### config.mk
export PLATFORM = sky130hd
export DESIGN_NAME = hwpe_stream_source_realigner_flat
export DESIGN_NICKNAME = d
export VERILOG_FILES = /design/src/rtl/hwpe_stream_package.sv /design/src/rtl/hwpe_stream_intf_stream.sv /design/src/rtl/hwpe_stream_realign_merge.sv /design/src/rtl/hwpe_stream_source_realigner.sv /design/src/flat_wrapper.sv
export SDC_FILE = /design/constraint.sdc
export NUM_CORES = 1
export LEC_CHECK = 0
export ABC_AREA = 1
export CORE_MARGIN = 3
export CORE_UTILIZATION = 35
export DETAILED_ROUTE_END_ITERATION = 6
export HOLD_SLACK_MARGIN = 0.05
export PLACE_DENSITY = 0.64
export SYNTH_ARGS = -nofsm -noshare
export SYNTH_HDL_FRONTEND = slang
export SYNTH_SLANG_ARGS = --single-unit
### constraint.sdc
create_clock -name clk_i -period 6.8 [get_ports clk_i]
set_input_delay 2.04 -clock clk_i [delete_from_list [all_inputs] [get_ports clk_i]]
set_output_delay 2.04 -clock clk_i [all_outputs]
set_load 0.02 [all_outputs]
### src/rtl/hwpe_stream_package.sv
// Shared types for the stream realigner.
//   realign_state_e : control states of hwpe_stream_source_realigner
//   realign_cfg_t   : per-job configuration latched on start
//   realign_ceil_div: word count of a byte span, rounded up
// Config fields are sized for the widest supported stream (DATA_WIDTH 512,
// 64-byte words) and for length fields up to 32 bits.
package hwpe_stream_package;

  localparam int unsigned REALIGN_OFF_W = 6;
  localparam int unsigned REALIGN_LEN_W = 32;

  typedef enum logic [2:0] {
    REALIGN_IDLE,
    REALIGN_FIRST,
    REALIGN_STREAM,
    REALIGN_DRAIN,
    REALIGN_DONE
  } realign_state_e;

  typedef struct packed {
    logic [REALIGN_OFF_W-1:0] offset;
    logic [REALIGN_LEN_W-1:0] byte_len;
    logic [REALIGN_LEN_W-1:0] n_lines;
  } realign_cfg_t;

  // ceil(bytes / 2**off_width); the sum is two bits wider than a length
  // field so that offset + byte_len + NB - 1 never wraps.
  function automatic logic [REALIGN_LEN_W-1:0] realign_ceil_div(
    input logic [REALIGN_LEN_W:0] bytes,
    input int unsigned            off_width
  );
    logic [REALIGN_LEN_W+1:0] sum;
    sum = {1'b0, bytes} + ((REALIGN_LEN_W+2)'(1) << off_width) - (REALIGN_LEN_W+2)'(1);
    return REALIGN_LEN_W'(sum >> off_width);
  endfunction

endpackage

### src/rtl/hwpe_stream_intf_stream.sv
// Valid/ready stream bundle.
//   valid, data, strb : driven by the source
//   ready             : driven by the sink
interface hwpe_stream_intf_stream #(
  parameter int unsigned DATA_WIDTH = 32
) ();

  logic                    valid;
  logic                    ready;
  logic [DATA_WIDTH-1:0]   data;
  logic [DATA_WIDTH/8-1:0] strb;

  modport source (output valid, data, strb, input ready);
  modport sink   (input valid, data, strb, output ready);

endinterface

### src/rtl/hwpe_stream_realign_merge.sv
// Combinational shift/merge of two consecutive aligned words.
//   hold_i   : older word (its bytes above offset_i come first)
//   data_i   : newer word (its low bytes fill the top of the result)
//   offset_i : byte offset of the first wanted byte in hold_i
//   drain_i  : no newer word exists; upper result bytes are zero
//   merged_o : realigned word
module hwpe_stream_realign_merge
  import hwpe_stream_package::*;
#(
  parameter int unsigned DATA_WIDTH = 32
) (
  input  logic [DATA_WIDTH-1:0]    hold_i,
  input  logic [DATA_WIDTH-1:0]    data_i,
  input  logic [REALIGN_OFF_W-1:0] offset_i,
  input  logic                     drain_i,
  output logic [DATA_WIDTH-1:0]    merged_o
);

  logic [REALIGN_OFF_W+3:0] shift_lo;
  logic [REALIGN_OFF_W+3:0] shift_hi;

  assign shift_lo = {1'b0, offset_i, 3'b000};
  // With offset 0 this equals DATA_WIDTH, so the newer word shifts out
  // entirely instead of being OR-ed in.
  assign shift_hi = (REALIGN_OFF_W+4)'(DATA_WIDTH) - shift_lo;

  assign merged_o = drain_i ? (hold_i >> shift_lo)
                            : ((hold_i >> shift_lo) | (data_i << shift_hi));

endmodule

### src/rtl/hwpe_stream_source_realigner.sv
// Realigns lines of bytes that start at an arbitrary byte offset inside
// NB-aligned input words into output words that start at byte 0.
//   clk_i, rst_i, clear_i : clock, synchronous active-high reset / soft clear
//   start_i               : launch a job (accepted only when idle)
//   offset_i, byte_len_i, n_lines_i : job configuration, latched on start
//   stream_i              : aligned input words
//   stream_o              : realigned output words, strb marks valid bytes
//   busy_o, done_o        : job in progress / one-cycle completion pulse
// LEN_WIDTH is expected to be at most 32.
module hwpe_stream_source_realigner
  import hwpe_stream_package::*;
#(
  parameter int unsigned DATA_WIDTH = 32,
  parameter int unsigned LEN_WIDTH  = 16,
  parameter int unsigned NB         = DATA_WIDTH / 8,
  parameter int unsigned OFF_WIDTH  = $clog2(NB)
) (
  input  logic                   clk_i,
  input  logic                   rst_i,
  input  logic                   clear_i,
  input  logic                   start_i,
  input  logic [OFF_WIDTH-1:0]   offset_i,
  input  logic [LEN_WIDTH-1:0]   byte_len_i,
  input  logic [LEN_WIDTH-1:0]   n_lines_i,
  hwpe_stream_intf_stream.sink   stream_i,
  hwpe_stream_intf_stream.source stream_o,
  output logic                   busy_o,
  output logic                   done_o
);

  realign_state_e           state_q, state_d;
  realign_cfg_t             cfg_q, cfg_d;
  logic [REALIGN_LEN_W-1:0] in_cnt_q, in_cnt_d;
  logic [REALIGN_LEN_W-1:0] out_cnt_q, out_cnt_d;
  logic [REALIGN_LEN_W-1:0] line_cnt_q, line_cnt_d;
  logic [DATA_WIDTH-1:0]    hold_q, hold_d;

  logic [REALIGN_LEN_W-1:0] in_words, out_words;
  logic                     offset_zero, last_out, last_line, end_line;
  logic                     in_ready, out_valid, in_hs, out_hs;
  logic [DATA_WIDTH-1:0]    merged, out_data;
  logic [NB-1:0]            out_strb, last_strb;
  logic [OFF_WIDTH-1:0]     last_idx;

  assign out_words   = realign_ceil_div({1'b0, cfg_q.byte_len}, OFF_WIDTH);
  assign in_words    = realign_ceil_div({1'b0, cfg_q.byte_len} + (REALIGN_LEN_W+1)'(cfg_q.offset),
                                        OFF_WIDTH);
  assign offset_zero = (cfg_q.offset == '0);
  assign last_out    = (out_cnt_q == out_words - 1);
  assign last_line   = (line_cnt_q == cfg_q.n_lines - 1);
  assign in_hs       = stream_i.valid & in_ready;
  assign out_hs      = out_valid & stream_o.ready;

  hwpe_stream_realign_merge #(
    .DATA_WIDTH (DATA_WIDTH)
  ) i_merge (
    .hold_i   (hold_q),
    .data_i   (stream_i.data),
    .offset_i (cfg_q.offset),
    .drain_i  (state_q == REALIGN_DRAIN),
    .merged_o (merged)
  );

  // Index of the last valid byte in the final word of a line; wraps to
  // NB-1 when byte_len is a multiple of NB.
  assign last_idx = cfg_q.byte_len[OFF_WIDTH-1:0] - OFF_WIDTH'(1);

  always_comb begin
    for (int unsigned b = 0; b < NB; b++) begin
      last_strb[b] = (b <= 32'(last_idx));
    end
  end

  // With offset 0 the stream is a zero-latency passthrough; otherwise the
  // output is stitched from the hold register and the incoming word.
  assign out_data = (state_q == REALIGN_STREAM && offset_zero) ? stream_i.data : merged;
  assign out_strb = last_out ? last_strb : '1;

  assign stream_i.ready = in_ready;
  assign stream_o.valid = out_valid;
  assign stream_o.data  = out_data;
  assign stream_o.strb  = out_strb;

  assign busy_o = (state_q != REALIGN_IDLE);
  assign done_o = (state_q == REALIGN_DONE);

  always_comb begin
    // NOTE: every variable gets a default before the case so that no path
    // leaves one unassigned, which would infer a latch.
    state_d    = state_q;
    cfg_d      = cfg_q;
    in_cnt_d   = in_cnt_q;
    out_cnt_d  = out_cnt_q;
    line_cnt_d = line_cnt_q;
    hold_d     = hold_q;
    in_ready   = 1'b0;
    out_valid  = 1'b0;
    end_line   = 1'b0;

    case (state_q)
      REALIGN_IDLE: begin
        if (start_i) begin
          cfg_d.offset   = REALIGN_OFF_W'(offset_i);
          cfg_d.byte_len = REALIGN_LEN_W'(byte_len_i);
          cfg_d.n_lines  = REALIGN_LEN_W'(n_lines_i);
          in_cnt_d       = '0;
          out_cnt_d      = '0;
          line_cnt_d     = '0;
          if (byte_len_i == '0 || n_lines_i == '0) begin
            state_d = REALIGN_DONE;
          end else if (offset_i != '0) begin
            state_d = REALIGN_FIRST;
          end else begin
            state_d = REALIGN_STREAM;
          end
        end
      end

      REALIGN_FIRST: begin
        in_ready = 1'b1;
        if (in_hs) begin
          hold_d   = stream_i.data;
          in_cnt_d = in_cnt_q + 1;
          // A line that fits in a single input word has nothing to merge.
          state_d  = (in_cnt_q + 1 == in_words) ? REALIGN_DRAIN : REALIGN_STREAM;
        end
      end

      REALIGN_STREAM: begin
        out_valid = stream_i.valid;
        in_ready  = stream_o.ready;
        if (out_hs) begin
          in_cnt_d  = in_cnt_q + 1;
          out_cnt_d = out_cnt_q + 1;
          if (!offset_zero) begin
            hold_d = stream_i.data;
          end
          if (last_out) begin
            end_line = 1'b1;
          end else if (in_cnt_q + 1 == in_words) begin
            state_d = REALIGN_DRAIN;
          end
        end
      end

      REALIGN_DRAIN: begin
        out_valid = 1'b1;
        if (out_hs) begin
          end_line = 1'b1;
        end
      end

      REALIGN_DONE: begin
        state_d = REALIGN_IDLE;
      end

      default: begin
        state_d = REALIGN_IDLE;
      end
    endcase

    if (end_line) begin
      in_cnt_d  = '0;
      out_cnt_d = '0;
      if (last_line) begin
        line_cnt_d = '0;
        state_d    = REALIGN_DONE;
      end else begin
        line_cnt_d = line_cnt_q + 1;
        state_d    = offset_zero ? REALIGN_STREAM : REALIGN_FIRST;
      end
    end
  end

  // NOTE: sequential state uses non-blocking assignments so every register
  // samples pre-edge values regardless of statement order.
  always_ff @(posedge clk_i) begin
    if (rst_i || clear_i) begin
      state_q    <= REALIGN_IDLE;
      cfg_q      <= '0;
      in_cnt_q   <= '0;
      out_cnt_q  <= '0;
      line_cnt_q <= '0;
      // NOTE: the hold register is a plain data word, but it is cleared too
      // so an aborted job leaves no stale bytes behind.
      hold_q     <= '0;
    end else begin
      state_q    <= state_d;
      cfg_q      <= cfg_d;
      in_cnt_q   <= in_cnt_d;
      out_cnt_q  <= out_cnt_d;
      line_cnt_q <= line_cnt_d;
      hold_q     <= hold_d;
    end
  end

endmodule

### src/flat_wrapper.sv
// flat-port wrapper written by rule: the top's interface ports become plain ports
module hwpe_stream_source_realigner_flat import hwpe_stream_package::*;
#(
  parameter int unsigned DATA_WIDTH = 32,
  parameter int unsigned LEN_WIDTH  = 16,
  parameter int unsigned NB         = DATA_WIDTH / 8,
  parameter int unsigned OFF_WIDTH  = $clog2(NB)
)
  (clk_i, rst_i, clear_i, start_i, offset_i, byte_len_i, n_lines_i, busy_o, done_o, stream_i_valid, stream_i_data, stream_i_strb, stream_i_ready, stream_o_valid, stream_o_data, stream_o_strb, stream_o_ready);
  hwpe_stream_intf_stream #(.DATA_WIDTH(DATA_WIDTH)) stream_i_i ();
  hwpe_stream_intf_stream #(.DATA_WIDTH(DATA_WIDTH)) stream_o_i ();
  input  logic clk_i;
  input  logic rst_i;
  input  logic clear_i;
  input  logic start_i;
  input  logic [OFF_WIDTH-1:0] offset_i;
  input  logic [LEN_WIDTH-1:0] byte_len_i;
  input  logic [LEN_WIDTH-1:0] n_lines_i;
  output logic busy_o;
  output logic done_o;
  input wire logic [$bits(stream_i_i.valid)-1:0] stream_i_valid;
  input wire logic [$bits(stream_i_i.data)-1:0] stream_i_data;
  input wire logic [$bits(stream_i_i.strb)-1:0] stream_i_strb;
  output wire logic [$bits(stream_i_i.ready)-1:0] stream_i_ready;
  output wire logic [$bits(stream_o_i.valid)-1:0] stream_o_valid;
  output wire logic [$bits(stream_o_i.data)-1:0] stream_o_data;
  output wire logic [$bits(stream_o_i.strb)-1:0] stream_o_strb;
  input wire logic [$bits(stream_o_i.ready)-1:0] stream_o_ready;
  assign stream_i_i.valid = stream_i_valid;
  assign stream_i_i.data = stream_i_data;
  assign stream_i_i.strb = stream_i_strb;
  assign stream_i_ready = stream_i_i.ready;
  assign stream_o_valid = stream_o_i.valid;
  assign stream_o_data = stream_o_i.data;
  assign stream_o_strb = stream_o_i.strb;
  assign stream_o_i.ready = stream_o_ready;
  hwpe_stream_source_realigner #(.DATA_WIDTH(DATA_WIDTH), .LEN_WIDTH(LEN_WIDTH), .NB(NB), .OFF_WIDTH(OFF_WIDTH)) u_core (.clk_i(clk_i), .rst_i(rst_i), .clear_i(clear_i), .start_i(start_i), .offset_i(offset_i), .byte_len_i(byte_len_i), .n_lines_i(n_lines_i), .stream_i(stream_i_i), .stream_o(stream_o_i), .busy_o(busy_o), .done_o(done_o));
endmodule
==> run metrics, run 1 <==
Setup TNS=0 ns; crit path kind=reg2out; FP Rows=70; share of cells above drive strength 1=around 8%; most instantiated library cell after synthesis=nand2_1; Worst setup SP type=flop; f_max=around 160 MHz; crit path time final=6.42 ns; CTS Hold Bufs=0; Yosys reg bits=approximately 170; io pins=around 120; Synth top area share=between 20% and 30%; Die ar.=39700 sq um; Post-Synth Simple-Gate Area=41.3%; Routed WL=38800 um; final hold violations=0; Cell variety after synth=55; Mean Syn Cell Area=6.12 sq um; worst hold path class=reg2reg; Max Cap Viol=0; cell area after synthesis=13100 sq um; Post-synth EDFFs=0; Max Slew Vio Count=0; clk buf depth=2; Die Y=about 200 um; Leakage=just under 6 nW; Num CTS Buffers=17; crit-path max FO=11; Initial Util=a little over a third; Pwr Density=about 200 nW/um^2; Post-synth ARST share=0%; Clk pin slew, worst setup/hold paths=0.07 ns; Area Growth Syn to Fin=15.7%; Peak VDD IR=roughly 180 uV; vias in the first global route=roughly 13000; GR Util All Layers=19.5%; top cells by area, synth=dfxtp_1 (25%), nand2_1 (15%), nor2_1 (7.2%); final clock skew=0.0163 ns; Synth Area in Compound Gates=roughly 15%; R2R setup slack=2.07 ns; worst r2r src=u_core.cfg_q[34]$_SDFFE_PP0P_; final instance area=15100 sq um; antenna violations before repair=1; Clk Latency, worst-skew pair=0.45 ns; Yosys warning count=0; CTS root buf=clkbuf_16; Vias/cell=approximately 5.2; antenna-violating nets left=0; post-DR wirelength/cell=between 10 and 15 um; vias post-DR=around 14000; Post-synth top cells=nand2_1 (510), nor2_1 (251), inv_1 (230); clock sink total=165; DRT Pass-1 Iters=5; Starting DRT DRC Count=roughly 1100; measured slew at the worst slew-check pin=1.07 ns; status=finished, final reports clean; Slew headroom=between 20 and 30%; Congestion Overflow GR=0; Worst Setup End Kind=output pin; DR DRC count=0; CTS tree=built; mux contribution to synthesized area=0.230%; RSZ-0062 raised after global routing=no; sequential area share after synthesis=25.3%; H-tree Lvls=4; min-delay src=u_core.hold_q[20]$_SDFFE_PP0P_; RePlAce Congestion=roughly 0.93; core area=between 30000 and 40000 sq um; Synth Area in Adders=1.49%; first-pass GRT wire length=64200 um; fin crit share=94.3%; Arr. time, crit path=approximately 4.4 ns; Worst Path Required=around 4.8 ns; Cells after Synth=2137; Finish-stage setup viols=0; Diodes inserted=0; fin nets=2297; largest net degree at the start of global routing=84; syn_nets=~2200; I/O Buffers=between 100 and 150; crit path from=u_core.cfg_q[34]$_SDFFE_PP0P_; xor and xnor fraction of the mapped netlist area=approximately 7%; die width=approximately 200 um; hpwl dp=between 20000 and 30000 um; Synth area leader=dfxtp_1; Post-DP Area=14500 sq um; largest family of logic cells by synthesized area=simple AND/OR/NAND/NOR gates; ys flop type=dfxtp_1
per-stage QoR:
step	utilization, %	worst slack (ns)	std cells	power, mW	hold slack, ns
2_1_floorplan	-	1.67	2137	1.71	0.435
3_5_place_dp	39.6	0.592	2653	2.03	0.450
5_1_grt	41.2	0.00583	2687	3.19	0.499
6_report	41.2	0.385	2687	3.01	0.464
4_1_cts	41.2	0.105	2685	3.03	0.461
3_3_place_gp	39.6	0.657	2653	2.03	0.446
power by group:
group          total [mW]  internal, mW  switching [mW]
Sequential           1.03         0.998          0.0297
Combinational       0.994         0.354           0.639
Clock               0.990         0.562           0.428
Total                3.01          1.91            1.10
worst paths after layout:
check                                                          end  cells after the start
worst max-delay path                              stream_o_strb[1]                     19
worst min-delay path                u_core.hold_q[20]$_SDFFE_PP0P_                      2
worst max register to register  u_core.line_cnt_q[21]$_SDFFE_PP0P_                     22
worst min register to register      u_core.hold_q[20]$_SDFFE_PP0P_                      2
per-layer routing:
metal	track usage (%)	part of all wire, %
met1	26.1	47
met2	32.5	45
met3	3.07	5.5
met4	5.83	1.8
met5	0	0.018
layout by cell type (no fill, tap or decap), types with 25 or more instances in the layout:
cell / instances
nor2_1: 249
nor3_1: 61
nand4_1: 47
inv_1: 228
nand3_1: 156
o21ai_0: 151
a21oi_1: 120
xor2_1: 84
dfxtp_1: 163
nor4_1: 25
nand2_1: 510
a31oi_1: 30
clkdlybuf4s50_1: 110
worst max-delay path, stage by stage, from the launching register on:
cell and delay, ns:
dfxtp_4 0.42, ha_2 0.26, nand2_1 0.12, nor2_4 0.21, buf_4 0.15, nand3_1 0.07, nor4_1 0.46, inv_1 0.14
ha_1 0.36, inv_1 0.08, nor2_4 0.16, nand3_2 0.12, nand2_2 0.13, nand3_1 0.08, nand2_1 0.06, nand3_1 0.08
nor2_2 0.20, and3_1 0.24, nand2_1 0.06, clkdlybuf4s50_1 0.53
sequential cells by signal (all words and copies together), names as in the netlist:
signal and flops:
u_core.cfg_q 34, u_core.hold_q 32, u_core.in_cnt_q 32, u_core.line_cnt_q 32
u_core.out_cnt_q 32, u_core.state_q 3
final cells by class:
cell class              instances  area, sq um
fillers                      3851        21600
repair buffers                124         1210
inverters                     250          938
clock buffers                  21          460
well taps                     468          586
multi-input cells            1648         8500
flip-flops and latches        165         3310
clock inverters                11          126
logic make-up after synthesis:
| logic type | after synthesis |
|---|---|
| AOI/OAI and AO/OA | 351 |
| xor gates and xnor gates | 106 |
| adders and majority gates | 15 |
| buffers and inverters | 324 |
| DFF | 165 |
| muxes | 3 |
| other | 1 |
| and+or+nand+nor | 1172 |
repair_timing:
| action | in CTS | in global routing |
|---|---|---|
| setup buffers | 0 | 2 |
| gates resized for setup | 0 | 4 |
| setup endpoints to repair | 0 | 3 |
Note: power is estimated with default switching activity, not from simulation.
==> run 2, diff against run 1 <==
--- a/config.mk
+++ b/config.mk
@@ -6,11 +6,13 @@
 export NUM_CORES = 1
 export LEC_CHECK = 0
 export ABC_AREA = 1
-export CORE_MARGIN = 3
+export CAP_MARGIN = 15
+export CORE_MARGIN = 2
 export CORE_UTILIZATION = 35
 export DETAILED_ROUTE_END_ITERATION = 6
+export DONT_BUFFER_PORTS = 1
 export HOLD_SLACK_MARGIN = 0.05
-export PLACE_DENSITY = 0.64
+export PLACE_DENSITY = 0.6
 export SYNTH_ARGS = -nofsm -noshare
 export SYNTH_HDL_FRONTEND = slang
 export SYNTH_SLANG_ARGS = --single-unit
==> run metrics, run 2 (synthesis gave the netlist of run 1 again) <==
Pwr Density=211 nW/um^2 (+6.0%); Leakage=5.51 nW (-6.5%); Vias/cell=5.23 (+0.74%); Die ar.=38900 sq um (-2.0%); clock sink total=165 (unchanged); Starting DRT DRC Count=946 (-12%); Most flops, register=u_core.cfg_q; CTS tree=built; Diodes inserted=0 (unchanged); Peak VDD IR=192 uV (+5.3%); hpwl dp=28600 um (-0.59%); worst r2r src=u_core.cfg_q[34]$_SDFFE_PP0P_; register area=3300 sq um (-0.15%); gr busiest metal=met2; worst path cell trace=ha_1 -> nand2_1 -> nand2_1 -> nand2_1 -> inv_2 -> nand2_1 -> nor2_2 -> nand2_2 -> nor2_4 -> nand3_1 -> nor2_1 -> ha_1 -> inv_1 -> nor2_4 -> nand3_2 -> nand2_2 -> inv_1 -> nor2_1 -> nor2_1 -> nand3_1 -> nor2_2 -> and3_1 -> nand2_1; CTS root buf=clkbuf_16; Clk Latency, worst-skew pair=0.45 ns (about the same); most used cell, CP=nand2_1; H-tree Lvls=4 (unchanged); antenna violations before repair=0 (-1); Finish-stage setup viols=0 (unchanged); Num CTS Buffers=17 (unchanged); Die Y=197 um (-1.0%); area of the multi-input gates=8500 sq um (about the same); vias in the first global route=12641 (-3.1%); R2R cell count=26 (+18%); share of cells above drive strength 1=8.34% (+0.45 points); DR DRC count=0 (unchanged); met1 Usage GRT=25.6% (-0.55 points); Worst Path Required=4.76 ns (about the same); final clock skew=0.0167 ns (+0.000369 ns); Routed WL=38100 um (-1.9%); measured slew at the worst slew-check pin=1.07 ns (-0.000221 ns); most frequent cells in the layout=nand2_1 (510), nor2_1 (249), inv_1 (228), dfxtp_1 (165), nand3_1 (156); I/O Buffers=0 (-100%); crit path from=u_core.cfg_q[34]$_SDFFE_PP0P_; Slew headroom=27.9% (about the same); Congestion Overflow GR=0 (unchanged); Post-CTS Setup Bufs=0 (unchanged); first-pass GRT wire length=62400 um (-2.7%); DRT Pass-1 Iters=6 (+1); Post-DP Area=13500 sq um (-7.3%); Max Slew Vio Count=0 (unchanged); io pins=116 (unchanged); FP Rows=70 (unchanged); vias post-DR=13479 (-3.3%); fin nets=2190 (-4.7%); Final Power=2.97 mW (-1.2%); final hold violations=0 (unchanged); Worst setup SP type=flop; fin util=38.4% (-2.8 points); Place WS=0.966 ns (+0.374 ns); final instance area=14100 sq um (-6.8%); Max Cap Viol=0 (unchanged); Worst Setup End Kind=output pin; Clk pin slew, worst setup/hold paths=0.07 ns (about the same); reg2reg end=u_core.line_cnt_q[29]$_SDFFE_PP0P_; GR Util All Layers=19.7% (+0.18 points); post-DR wirelength/cell=14.8 um (+2.2%); max incr delay on CP=0.59 ns (+0.06 ns); Initial Util=35.6% (unchanged); max FFs per register=34 (unchanged); CTS Hold Bufs=0 (unchanged); worst hold path class=reg2reg; number of fillers in the final layout=3932 (+2.1%); RSZ-0062 raised after global routing=no; crit-path max FO=11 (unchanged); GR Util met2=32.7% (+0.20 points); RePlAce Congestion=0.877 (-5.3%); Worst path slowest cell=dfxtp_1; antenna-violating nets left=0 (unchanged); core area=36700 sq um (unchanged); fin crit share=92.8% (-1.6 points); die width=197 um (-1.0%); post-CTS sizing=0 (unchanged); most common cell after layout, fill and taps aside=nand2_1; final worst setup slack=0.491 ns (+0.106 ns); crit path kind=reg2out; largest net degree at the start of global routing=84 (unchanged); Arr. time, crit path=4.27 ns (-0.11 ns); crit path capture=stream_o_strb[1]; clk buf depth=2 (unchanged); Area Growth Syn to Fin=7.84%; Setup TNS=0 ns (unchanged); Global Route met3 Usage=4.18% (+1.1 points); crit path time final=6.31 ns (-0.106 ns); status=finished, final reports clean; f_max=159 MHz (+1.7%); R2R setup slack=1.80 ns (-0.27 ns)
==> run 2: per-layer routing <==
layer,routed length [um],share of wire (%),vias up
li1,-,-,6947
met1,17600,46,6160
met2,17300,45,328
met3,2520,6.6,44
met4,614,1.6,0
met5,0,0,-
==> run 2: worst min-delay path by stage <==
| stage | startpoint | endpoint | slack [ns] | depth (start not counted) |
|---|---|---|---|---|
| floorplan | u_core.hold_q[16]$_SDFFE_PP0P_ | u_core.hold_q[16]$_SDFFE_PP0P_ | 0.44 | 2 |
| global placement | u_core.hold_q[18]$_SDFFE_PP0P_ | u_core.hold_q[18]$_SDFFE_PP0P_ | 0.44 | 2 |
| detailed placement | u_core.hold_q[19]$_SDFFE_PP0P_ | u_core.hold_q[19]$_SDFFE_PP0P_ | 0.45 | 2 |
| CTS | u_core.hold_q[19]$_SDFFE_PP0P_ | u_core.hold_q[19]$_SDFFE_PP0P_ | 0.46 | 2 |
| global route | u_core.hold_q[19]$_SDFFE_PP0P_ | u_core.hold_q[19]$_SDFFE_PP0P_ | 0.48 | 2 |
| finish | u_core.hold_q[19]$_SDFFE_PP0P_ | u_core.hold_q[19]$_SDFFE_PP0P_ | 0.46 | 2 |
==> run 2: worst max-delay path: cells and delay by family (launching register included) <==
kind / cells / cell delay [ns]
simple gates: 18 / 2.29
fa+ha+maj: 2 / 0.64
flops: 1 / 0.59
buf+inv: 3 / 0.29
==> run 2: metrics by stage <==
step	instances	hold WS [ns]
2_1_floorplan	2137	0.435
3_3_place_gp	2548	0.443
3_5_place_dp	2548	0.450
4_1_cts	2579	0.462
5_1_grt	2579	0.483
6_report	2579	0.460
==> run 2: power breakdown <==
| group | internal, mW | switching [mW] |
|---|---|---|
| registers | 0.997 | 0.0296 |
| logic | 0.251 | 0.611 |
| clock network | 0.641 | 0.444 |
| total | 1.89 | 1.08 |
==> run 2: cell type report <==
type,count,area share [%]
Clock inverter,12,1.35
Tap cell,468,4.15
Multi-Input combinational cell,1648,60.3
Inverter,250,6.66
Clock buffer,19,3.21
Timing Repair Buffer,17,0.905
Sequential cell,165,23.4
==> run 3, diff against run 2 <==
==> constraint.sdc (replaced) <==
create_clock -name clk_i -period 6.8 [get_ports clk_i]
set_input_delay 1.02 -clock clk_i [delete_from_list [all_inputs] [get_ports clk_i]]
set_output_delay 1.02 -clock clk_i [all_outputs]
set_load 0.02 [all_outputs]
==> run metrics, run 3 (synthesis gave the netlist of run 1 again) <==
status=finished, final reports clean; final hold violations=0 (unchanged); WHS=0.463 ns (+0.00215 ns); Most flops, register=u_core.cfg_q; RePlAce Congestion=0.885 (+0.93%); final worst setup slack=1.23 ns (+0.735 ns); post-CTS sizing=0 (unchanged); max FFs per register=34 (unchanged); Vias/cell=5.25 (+0.53%); worst hold path class=reg2reg; Place WS=1.79 ns (+0.820 ns); io pins=116 (unchanged); Initial Util=35.6% (unchanged); Setup TNS=0 ns (unchanged); Max Cap Viol=0 (unchanged); Pwr Density=208 nW/um^2 (-1.6%); I/O Buffers=0 (unchanged); antenna violations before repair=0 (unchanged); vias post-DR=13514 (+0.26%); Worst Setup End Kind=output pin; Die Y=197 um (unchanged); met1 wire length=17200 um (-2.4%); core area=36700 sq um (unchanged); clk buf depth=2 (unchanged); Worst setup SP type=flop; CTS root buf=clkbuf_16; die width=197 um (unchanged); Num CTS Buffers=17 (unchanged); DRT Pass-1 Iters=5 (-1); WL met3=2700 um (+7.1%); clock sink total=165 (unchanged); final clock skew=0.0127 ns (-0.00405 ns); crit path time final=5.57 ns (-0.735 ns); Max Slew Vio Count=0 (unchanged); GR Util All Layers=19.4% (-0.27 points); Worst path slowest cell=o21ai_0; first-pass GRT wire length=61700 um (-1.2%); sw power=1.08 mW (-0.62%); Starting DRT DRC Count=1029 (+8.8%); most common cell after layout, fill and taps aside=nand2_1; crit-path max FO=27 (+16); antenna-violating nets left=0 (unchanged); Leakage=5.47 nW (-0.74%); DR WL met2=17100 um (-1.1%); CTS Hold Bufs=0 (unchanged); Congestion Overflow GR=0 (unchanged); Die ar.=38900 sq um (unchanged); FP Rows=70 (unchanged); combinational fraction of design power=29.2% (+0.2 points); Clk pin slew, worst setup/hold paths=0.07 ns (about the same); Post-CTS Setup Bufs=0 (unchanged); f_max=179 MHz (+13%); most frequent cells in the layout=nand2_1 (510), nor2_1 (249), inv_1 (228), dfxtp_1 (165), nand3_1 (156); Peak VDD IR=187 uV (-2.5%); measured slew at the worst slew-check pin=1.17 ns (+0.0922 ns); max incr delay on CP=0.59 ns (about the same); crit path kind=reg2out; Diodes inserted=0 (unchanged); Worst Path Required=5.78 ns (+1.02 ns); DR DRC count=0 (unchanged); fin util=38.2% (-0.20 points); Area Growth Syn to Fin=7.28%; Slew headroom=21.5% (-6.4 points); Routed WL=37800 um (-0.63%); largest net degree at the start of global routing=84 (unchanged); uppermost layer routed=met4; Final Power=2.91 mW (-2.1%); CTS tree=built; Finish-stage setup viols=0 (unchanged); switch share=37.0% (+0.54 points); fin nets=2182 (-0.37%); hpwl dp=28300 um (-1.3%); Reg power frac=35.3% (+0.8 points); Arr. time, crit path=4.55 ns (+0.28 ns); fin crit share=82.0% (-11 points); H-tree Lvls=4 (unchanged); R2R cell count=26 (unchanged); Hold Crit Depth=2 (unchanged); P_int=1.83 mW (-2.9%); RSZ-0062 raised after global routing=no; Clock power frac=35.6% (-0.9 points); worst path cell trace=buf_4 -> inv_1 -> ha_1 -> nor2_1 -> inv_1 -> nor2_1 -> clkinv_1 -> o221a_2 -> o21ai_0; vias in the first global route=12454 (-1.5%); Clk Latency, worst-skew pair=0.45 ns (about the same); post-DR wirelength/cell=14.7 um (-0.35%); share of cells above drive strength 1=7.98% (-0.35 points)
-- run 3: cell types whose count changed in the layout (fill, tap and decap cells not counted), sizes merged --
cell,previous run,this run
buf,17,9
clkinv,6,9
bufinv,4,3
clkinvlp,2,1
-- run 3: area by class of cell --
type | instances | area, sq um
Inverter | 250 | 938
Clock buffer | 19 | 443
Multi-Input combinational cell | 1648 | 8500
Timing Repair Buffer | 9 | 87.6
Sequential cell | 165 | 3300
Fill cell | 3951 | 22700
Clock inverter | 13 | 168
Tap cell | 468 | 586
-- run 3: power groups by stage --
| stage | Combinational [mW] | Sequential (mW) | Clock (mW) |
|---|---|---|---|
| 2_1_floorplan | 0.671 | 1.04 | 0 |
| 3_3_place_gp | 0.834 | 1.05 | 0 |
| 6_report | 0.849 | 1.03 | 1.04 |
| 4_1_cts | 0.844 | 1.03 | 1.06 |
| 5_1_grt | 0.957 | 1.03 | 1.09 |
| 3_5_place_dp | 0.841 | 1.05 | 0 |
-- run 3: final timing paths --
| kind | startpoint | to | slack [ns] |
|---|---|---|---|
| max reg2reg | u_core.cfg_q[34]$_SDFFE_PP0P_ | u_core.line_cnt_q[20]$_SDFFE_PP0P_ | 1.88 |
| max | u_core.cfg_q[65]$_SDFFE_PP0P_ | stream_o_data[7] | 1.23 |
| min reg2reg | u_core.hold_q[21]$_SDFFE_PP0P_ | u_core.hold_q[21]$_SDFFE_PP0P_ | 0.46 |
| min | u_core.hold_q[21]$_SDFFE_PP0P_ | u_core.hold_q[21]$_SDFFE_PP0P_ | 0.46 |
-- run 3: routing by layer --
metal,track usage (%),vias up
met1,24.7,6122
li1,-,6937
met3,4.70,56
met4,6.38,0
met5,0,-
met2,32.2,399
-- run 3: per-stage QoR --
step | std cells | area, sq um
2_1_floorplan | 2137 | 13100
3_3_place_gp | 2539 | 13400
3_5_place_dp | 2539 | 13400
4_1_cts | 2571 | 14000
5_1_grt | 2572 | 14000
6_report | 2572 | 14000
-- run 3: worst max-delay path, delay by kind of cell (launching register included) --
family	cells	cell delay, ns
buf+inv	4	1.65
compound gates	2	0.96
simple gates	2	0.74
fa+ha+maj	1	0.43
flops	1	0.31
